<file path="src/rtl/pipe_regfile_pkg.sv">
// pipe_regfile_pkg: shared widths, zero-register index and register file types
package pipe_regfile_pkg;
  localparam int DATA_W_DEF = 32;
  localparam int ADDR_W_DEF = 5;
  localparam int REG_ZERO = 0;
  typedef logic [DATA_W_DEF-1:0] rf_data_t;
  typedef logic [ADDR_W_DEF-1:0] rf_addr_t;
endpackage

</file>
<file path="src/rtl/pipe_regfile_scoreboard.sv">
// rf_scoreboard: per-register pending bits, set at issue and cleared at writeback
module rf_scoreboard
  import pipe_regfile_pkg::*;
#(
  parameter int ADDR_W = ADDR_W_DEF,
  parameter int ZERO_REG = 1
) (
  input  logic                 clk_i,
  input  logic                 rst_ni,
  input  logic                 clr_en_i,
  input  logic [ADDR_W-1:0]    clr_addr_i,
  input  logic                 set_en_i,
  input  logic [ADDR_W-1:0]    set_addr_i,
  output logic [2**ADDR_W-1:0] pend_o
);
  logic [2**ADDR_W-1:0] pend_q, pend_d;
  // clear first, then set, so a new producer to the same register stays pending
  always_comb begin
    pend_d = pend_q;
    if (clr_en_i) pend_d[clr_addr_i] = 1'b0;
    if (set_en_i) pend_d[set_addr_i] = 1'b1;
    if (ZERO_REG != 0) pend_d[REG_ZERO] = 1'b0;
  end
  // reset drops every pending bit; the flushed pipeline has nothing in flight
  always_ff @(posedge clk_i) begin
    pend_q <= !rst_ni ? '0 : pend_d;
  end
  assign pend_o = pend_q;
endmodule

</file>
<file path="src/rtl/pipe_regfile.sv">
// pipe_regfile: multi-port register file with write bypass, zero register and pending scoreboard
module pipe_regfile
  import pipe_regfile_pkg::*;
#(
  parameter int DATA_W = DATA_W_DEF,
  parameter int ADDR_W = ADDR_W_DEF,
  parameter int NUM_RD = 2,
  parameter int ZERO_REG = 1,
  parameter int BYPASS = 1
) (
  input  logic                     clk_i,
  input  logic                     rst_ni,
  input  logic [NUM_RD*ADDR_W-1:0] rd_addr_i,
  input  logic [NUM_RD-1:0]        rd_use_i,
  output logic [NUM_RD*DATA_W-1:0] rd_data_o,
  output logic [NUM_RD-1:0]        rd_pending_o,
  output logic                     stall_o,
  input  logic                     wr_en_i,
  input  logic [ADDR_W-1:0]        wr_addr_i,
  input  logic [DATA_W-1:0]        wr_data_i,
  input  logic                     issue_en_i,
  input  logic [ADDR_W-1:0]        issue_addr_i
);
  localparam int DEPTH = 2**ADDR_W;
  localparam logic [ADDR_W-1:0] ZERO_ADDR = ADDR_W'(REG_ZERO);
  logic [DATA_W-1:0] regs_q [DEPTH];
  logic [DEPTH-1:0] pend;
  logic wr_ok;
  assign wr_ok = wr_en_i && !(ZERO_REG != 0 && wr_addr_i == ZERO_ADDR);
  // storage: synchronous clear, otherwise one write per cycle
  always_ff @(posedge clk_i) begin
    if (!rst_ni) begin
      for (int i = 0; i < DEPTH; i++) regs_q[i] <= '0;
    end else if (wr_ok) begin
      regs_q[wr_addr_i] <= wr_data_i;
    end
  end
  rf_scoreboard #(
    .ADDR_W  (ADDR_W),
    .ZERO_REG(ZERO_REG)
  ) u_sb (
    .clk_i     (clk_i),
    .rst_ni    (rst_ni),
    .clr_en_i  (wr_en_i),
    .clr_addr_i(wr_addr_i),
    .set_en_i  (issue_en_i),
    .set_addr_i(issue_addr_i),
    .pend_o    (pend)
  );
  for (genvar g = 0; g < NUM_RD; g++) begin : g_rd
    logic [ADDR_W-1:0] addr;
    logic is_zero, hit;
    assign addr = rd_addr_i[g*ADDR_W +: ADDR_W];
    assign is_zero = ZERO_REG != 0 && addr == ZERO_ADDR;
    assign hit = BYPASS != 0 && wr_en_i && wr_addr_i == addr;
    assign rd_data_o[g*DATA_W +: DATA_W] = is_zero ? '0 : hit ? wr_data_i : regs_q[addr];
    assign rd_pending_o[g] = pend[addr] && !hit && !is_zero;
  end
  assign stall_o = |(rd_pending_o & rd_use_i);
endmodule

</file>
<file path="config.mk">
export PLATFORM = sky130hd
export DESIGN_NAME = pipe_regfile
export DESIGN_NICKNAME = d
export VERILOG_FILES = /design/src/rtl/pipe_regfile_pkg.sv /design/src/rtl/pipe_regfile_scoreboard.sv /design/src/rtl/pipe_regfile.sv
export SDC_FILE = /design/constraint.sdc
export NUM_CORES = 2
export LEC_CHECK = 0
export BUFFER_PORTS_ARGS = -buffer_cell sky130_fd_sc_hd__buf_2
export CAP_MARGIN = 20
export CORE_ASPECT_RATIO = 0.7
export CORE_MARGIN = 4
export CORE_UTILIZATION = 35
export DETAILED_ROUTE_END_ITERATION = 7
export PLACE_DENSITY = 0.55
export SETUP_SLACK_MARGIN = 0.2
export SLEW_MARGIN = 20
export SYNTH_ARGS = -nofsm -noshare
export SYNTH_HDL_FRONTEND = slang
export SYNTH_SLANG_ARGS = --single-unit
</file>
<file path="constraint.sdc">
create_clock -name clk_i -period 4.6 [get_ports clk_i]
set_clock_uncertainty 0.2 [all_clocks]
set_input_delay 0.92 -clock clk_i [delete_from_list [all_inputs] [get_ports clk_i]]
set_output_delay 0.92 -clock clk_i [all_outputs]
set_load 0.02 [all_outputs]
</file>
# Word-level counts from Yosys, hierarchy flattened
# Memory sizes are Yosys's and may differ from the RTL's.
# Cells that the tools add are included.
dict set report op_classes {
  bitwise_logic 4
  n_mux 21
  eq_ne 2
  n_reduce_logical 19
  n_lt_le_gt_ge 6
}
# op count
set ops {}
lappend ops {{$mux W32} 7}
lappend ops {{$and A32 B32 Y32} 1}
lappend ops {{$not A32 Y32} 1}
lappend ops {{$or A32 B32 Y32} 1}
lappend ops {{$reduce_or A32 Y1} 1}
lappend ops {{$lt A5 B6 Y1 const B} 4}
lappend ops {{$logic_not A5 Y1} 3}
lappend ops {{$bmux W1 S5} 2}
lappend ops {{$demux W1 S5} 2}
lappend ops {{$eq A5 B5 Y1} 2}
lappend ops {{$ge A5 B1 Y1 const B} 2}
lappend ops {{$logic_and A1 B1 Y1} 9}
lappend ops {{$mux W1} 9}
lappend ops {{$logic_not A1 Y1} 5}
lappend ops {{$mux W5} 1}
lappend ops {{$and A2 B2 Y2} 1}
lappend ops {{$reduce_or A2 Y1} 1}
dict set report word_totals {
  output_inout_bits 67
  n_memories 1
  ramBits 1024
  ff_bits 31
  inputBits 58
}
# memory depth word_bits rd rd_clocked_by_memory_dff wr line
set mem_list {}
lappend mem_list {regs_q 32 32 2 0 32 pipe_regfile.sv:26} ;# logic [DATA_W-1:0] regs_q [DEPTH];

# Longest topological paths before layout
dict set report logic_depth {
  word_depth 9
  ltp_mapped 10
  depth_no_buf 5
}

# Cells and area by module
# Synthesis repeated with hierarchy kept, for this count alone.
dict set report unflattened {
  hier_cells 3981
  area_unflattened_um2 56934.6
}
# mod cells_each n_inst area_per_inst_um2 seq_area_each_um2
set by_module_without_submodules {}
lappend by_module_without_submodules {pipe_regfile 3847 1 55637.1 30749.5}
lappend by_module_without_submodules {rf_scoreboard 134 1 1297.5 620.6}

# Worst setup path before layout
# OpenSTA, ideal clock, no wires.
dict set report synth_timing {
  kind {input to register}
  start {input port wr_addr_i[2]}
  end {memory regs_q[24][0] (netlist bit) (enable)}
  setup_slack_ns -0.126
  stages 6
  t_arrival_ns 4.060
  setup_time_ns 0.466
  path_cell_list {buf_2 or3_1 clkbuf_1 nand3b_1 buf_2 o21ai_0}
}
# item line
set synth_lines {}
lappend synth_lines {{start: declaration} pipe_regfile.sv:19} ;# input logic [ADDR_W-1:0] wr_addr_i,
lappend synth_lines {{end: declaration} pipe_regfile.sv:26}

# Worst setup path after layout
dict set report layout_timing {
  start {input port rd_addr_i[9]}
  end {output port rd_data_o[45]}
}
dict set report layout_between {
  elab_chain_cells 4
}
# item line
set layout_lines {}
lappend layout_lines {{start: declaration} pipe_regfile.sv:13} ;# input logic [NUM_RD*ADDR_W-1:0] rd_addr_i,
lappend layout_lines {{parallel branches: the longest is 3 deep, another holds $mem_v2 Z32 W32} -}
lappend layout_lines {{$mux W32 *} pipe_regfile.sv:56} ;# assign rd_data_o[g*DATA_W +: DATA_W] = is_zero ? '0 : hit ? wr_data_i : regs_q[addr];
lappend layout_lines {{end: declaration} pipe_regfile.sv:15} ;# output logic [NUM_RD*DATA_W-1:0] rd_data_o,
# Every way passes the cells marked *.

==> impl_metrics.json <==
{
  "outcome": "complete, no violations",
  "fin_area_mm2": 0.0660,
  "hpwlAfterDp_mm": 138,
  "synth-edff-count": 1024,
  "wirelength_mm": 217,
  "muxShareOfSynthArea_pct": 21.3,
  "holdPathEnd": "u_sb.pend_o[24]",
  "die_x_um": 491,
  "worstPathCellList": "buf_2 -> and3b_1 -> buf_12 -> a22oi_1 -> o211ai_1 -> o211a_1 -> nor3_1 -> buf_2",
  "cp_num_buf_inv": 3,
  "clock_sinks": 1055,
  "wl_met2_mm": 91.8,
  "pwr-share-seq_pct": 47.0,
  "switching_share_pct": 26.8,
  "startpoint_type": "input port",
  "nets": 4195,
  "drt_iter0_markers": 5734,
  "ant_nets": 0,
  "p_leak_nw": 22.9,
  "dieArea_mm2": 0.170,
  "insertion_delay_ns": 0.75,
  "avgSynthCellArea_um2": 14.3,
  "r2r-start": "u_sb.pend_o[25]",
  "cts_tree": "done",
  "num_vias": 38200,
  "fillerInstances": 14600,
  "comb_power_share_pct": 14.5,
  "placedInstanceArea_mm2": 0.0619,
  "wl_met3_mm": 24.6,
  "hold_viol_final": 0,
  "grt_max_degree": 54,
  "clockRootBuffer": "clkbuf_16",
  "min_period_ns": 4.43,
  "grt_pass1_wl_mm": 303,
  "cpPeakStageDelay_ns": 0.42,
  "seq_area_frac_synth_pct": 55.0,
  "htree_levels": 3,
  "worstMarginPinSlew_ns": 1.06,
  "hold_buffers": 0,
  "crit_family": "buffers and inverters",
  "synthCells": 3982,
  "crit_slowest_cell": "nor3_1",
  "grt_pass1_vias": 37200,
  "cts_buffers": 112,
  "yosys.area_share.xor_xnor_pct": 0.153,
  "synth_seq_cells": 1055,
  "timing.final.crit_share_pct": 96.4,
  "ys_types": 66,
  "yosys.area_share.adder_pct": 0,
  "worstHoldPathCells": 2,
  "synth-simple-area-share_pct": 13.5,
  "regToRegEndpoint": "u_sb.pend_o[25]",
  "r2r_cells": 2,
  "worstPathRequired_ns": 3.48,
  "top_level_ports": 125,
  "fp.dieH_um": 346,
  "synth-main-ff-cell": "edfxtp_1",
  "end_kind": "primary output",
  "firstDrtPassIters": 6,
  "drc": 0,
  "area_delta_synth_final_pct": 15.7,
  "p_per_area_mw_per_mm2": 365,
  "worstSetupPathType": "in -> out",
  "via_per_inst": 6.01,
  "worstPathArrival_ns": 3.31,
  "start_util_pct": 35.4,
  "cap_violations": 0,
  "wl_met1_mm": 92.1,
  "wire_per_inst_um": 34.0,
  "synth_compound_area_share_pct": 6.16,
  "grt_use_total_pct": 25.0,
  "overflow": 0,
  "layout_common_cells": "edfxtp_1 (1024), and2_1 (994), mux4_2 (430)",
  "r2r_slack_ns": 3.67,
  "drv_slew": 0,
  "peakVddDrop_v": 0.000308,
  "max-slew-margin-rel_pct": 28.9,
  "dpl.cell_count": 6142,
  "antenna_found_initial": 20,
  "instances_no_fill": 6365,
  "hold_start": "u_sb.pend_o[24]",
  "numPortBuffers": 124,
  "path_clk_slew_ns": 0.06,
  "gp_congestion": 0.922,
  "synth_top_family_by_area": "multiplexers",
  "synth-async-reset-ratio_pct": 0,
  "coreArea_mm2": 0.161,
  "power.internal_mw": 17.6,
  "fmax_ghz": 0.226,
  "mappedNetlistArea_mm2": 0.0571,
  "rows": 123,
  "path_common_cell": "buf_2",
  "cts_buffer_depth": 3,
  "final_common_cell": "edfxtp_1",
  "hold_class": "reg -> reg",
  "top_layer_used": "met5",
  "rsz0062_at_grt": "yes",
  "fin_tns_setup_ns": 0,
  "pwr-share-clk_pct": 38.5,
  "yosysWarnings": 0,
  "drive_gt1_share_pct": 27.8,
  "netSwitchingPower_mw": 6.45,
  "path_max_fanout": 10,
  "cp.depth": 8,
  "setup_viol": 0
}
[state kept, by name, indices dropped and copies added (netlist names)]
| signal | cells |
|---|---|
| u_sb.pend_o | 31 |
| regs_q | 1024 |
[worst max-delay path by stage]
| stage | from | end |
|---|---|---|
| 5_1_grt | rd_addr_i[5] | rd_data_o[53] |
| 4_1_cts | rd_addr_i[5] | rd_data_o[53] |
| 2_1_floorplan | wr_addr_i[2] | regs_q[24][0] |
| 6_report | rd_addr_i[9] | rd_data_o[45] |
| 3_3_place_gp | rd_addr_i[4] | rd_data_o[17] |
| 3_5_place_dp | rd_addr_i[5] | rd_data_o[53] |
[logic make-up (layout without fill, tap and decap cells)]
logic type,after synthesis,after routing
XOR/XNOR,10,10
other,1,43
AO/OA/AOI/OAI,499,499
buffers and inverters,443,659
AND/OR/NAND/NOR,1302,1302
flip-flops,1055,1055
multiplexers,672,672
[per-stage QoR]
step	hold WS [ns]	setup slack, ns	utilization, %	power, mW
after floorplan	0.254	-0.126	-	13.3
after global placement	0.267	-0.302	38.4	14.8
after detailed placement	0.280	-0.0923	38.4	14.9
after CTS	0.288	0.0135	40.8	24.1
after global routing	0.313	0.156	40.9	24.7
final	0.291	0.166	40.9	24.1
[cells in the mapped netlist (28+ instances only)]
cell type	instances	area [um2]
a2111oi_0	28	245
a21oi_1	32	160
a221oi_1	67	587
a22o_1	31	272
a22oi_1	39	293
and2_1	994	6220
buf_2	70	350
buf_4	38	285
clkbuf_1	280	1050
dfxtp_1	31	621
edfxtp_1	1024	30700
mux2i_1	224	2240
mux4_2	430	9680
nand2_1	64	240
nand3_1	41	205
nor2_1	93	349
nor3_1	41	205
o21ai_0	122	611
o22ai_1	79	494
[layer usage]
layer / vias up / GRT usage [%]
met5: - / 0
li1: 15700 / -
met4: 4 / 8.43
met3: 343 / 6.96
met2: 2222 / 35.4
met1: 20000 / 36.7
[layout make-up]
cell class / count / area (um2) / area share (%)
Sequential cell: 1055 / 31400 / 47.5
Multi-Input combinational cell: 2515 / 24400 / 37.0
Timing Repair Buffer: 443 / 3880 / 5.87
Clock buffer: 145 / 3000 / 4.55
Tap cell: 2125 / 2660 / 4.03
Clock inverter: 61 / 626 / 0.947
Inverter: 10 / 37.5 / 0.0568
Antenna cell: 11 / 27.5 / 0.0417
[power by group through the flow]
stage / logic, mW / registers, mW / clock network [mW]
after floorplan: 1.88 / 11.4 / 0
after detailed placement: 3.36 / 11.5 / 0
after CTS: 3.39 / 11.3 / 9.38
after global routing: 3.60 / 11.4 / 9.77
after global placement: 3.35 / 11.5 / 0
final: 3.49 / 11.3 / 9.26
[worst min-delay path: cells and delay by family, from the launching register on]
family             cells  cell delay [ns]
DFF                    1             0.31
AOI/OAI and AO/OA      2             0.13
[what timing repair did]
| action | CTS | global route |
|---|---|---|
| gates resized for setup | 30 | 45 |
| buffers inserted | 2 | 1 |
| pin swaps | 2 | 0 |
| hold endpoints to repair | 0 | 0 |
| endpoints found under the setup margin | 28 | 38 |
| gates cloned | 1 | 2 |
Note: power is estimated with default switching activity, not from simulation.
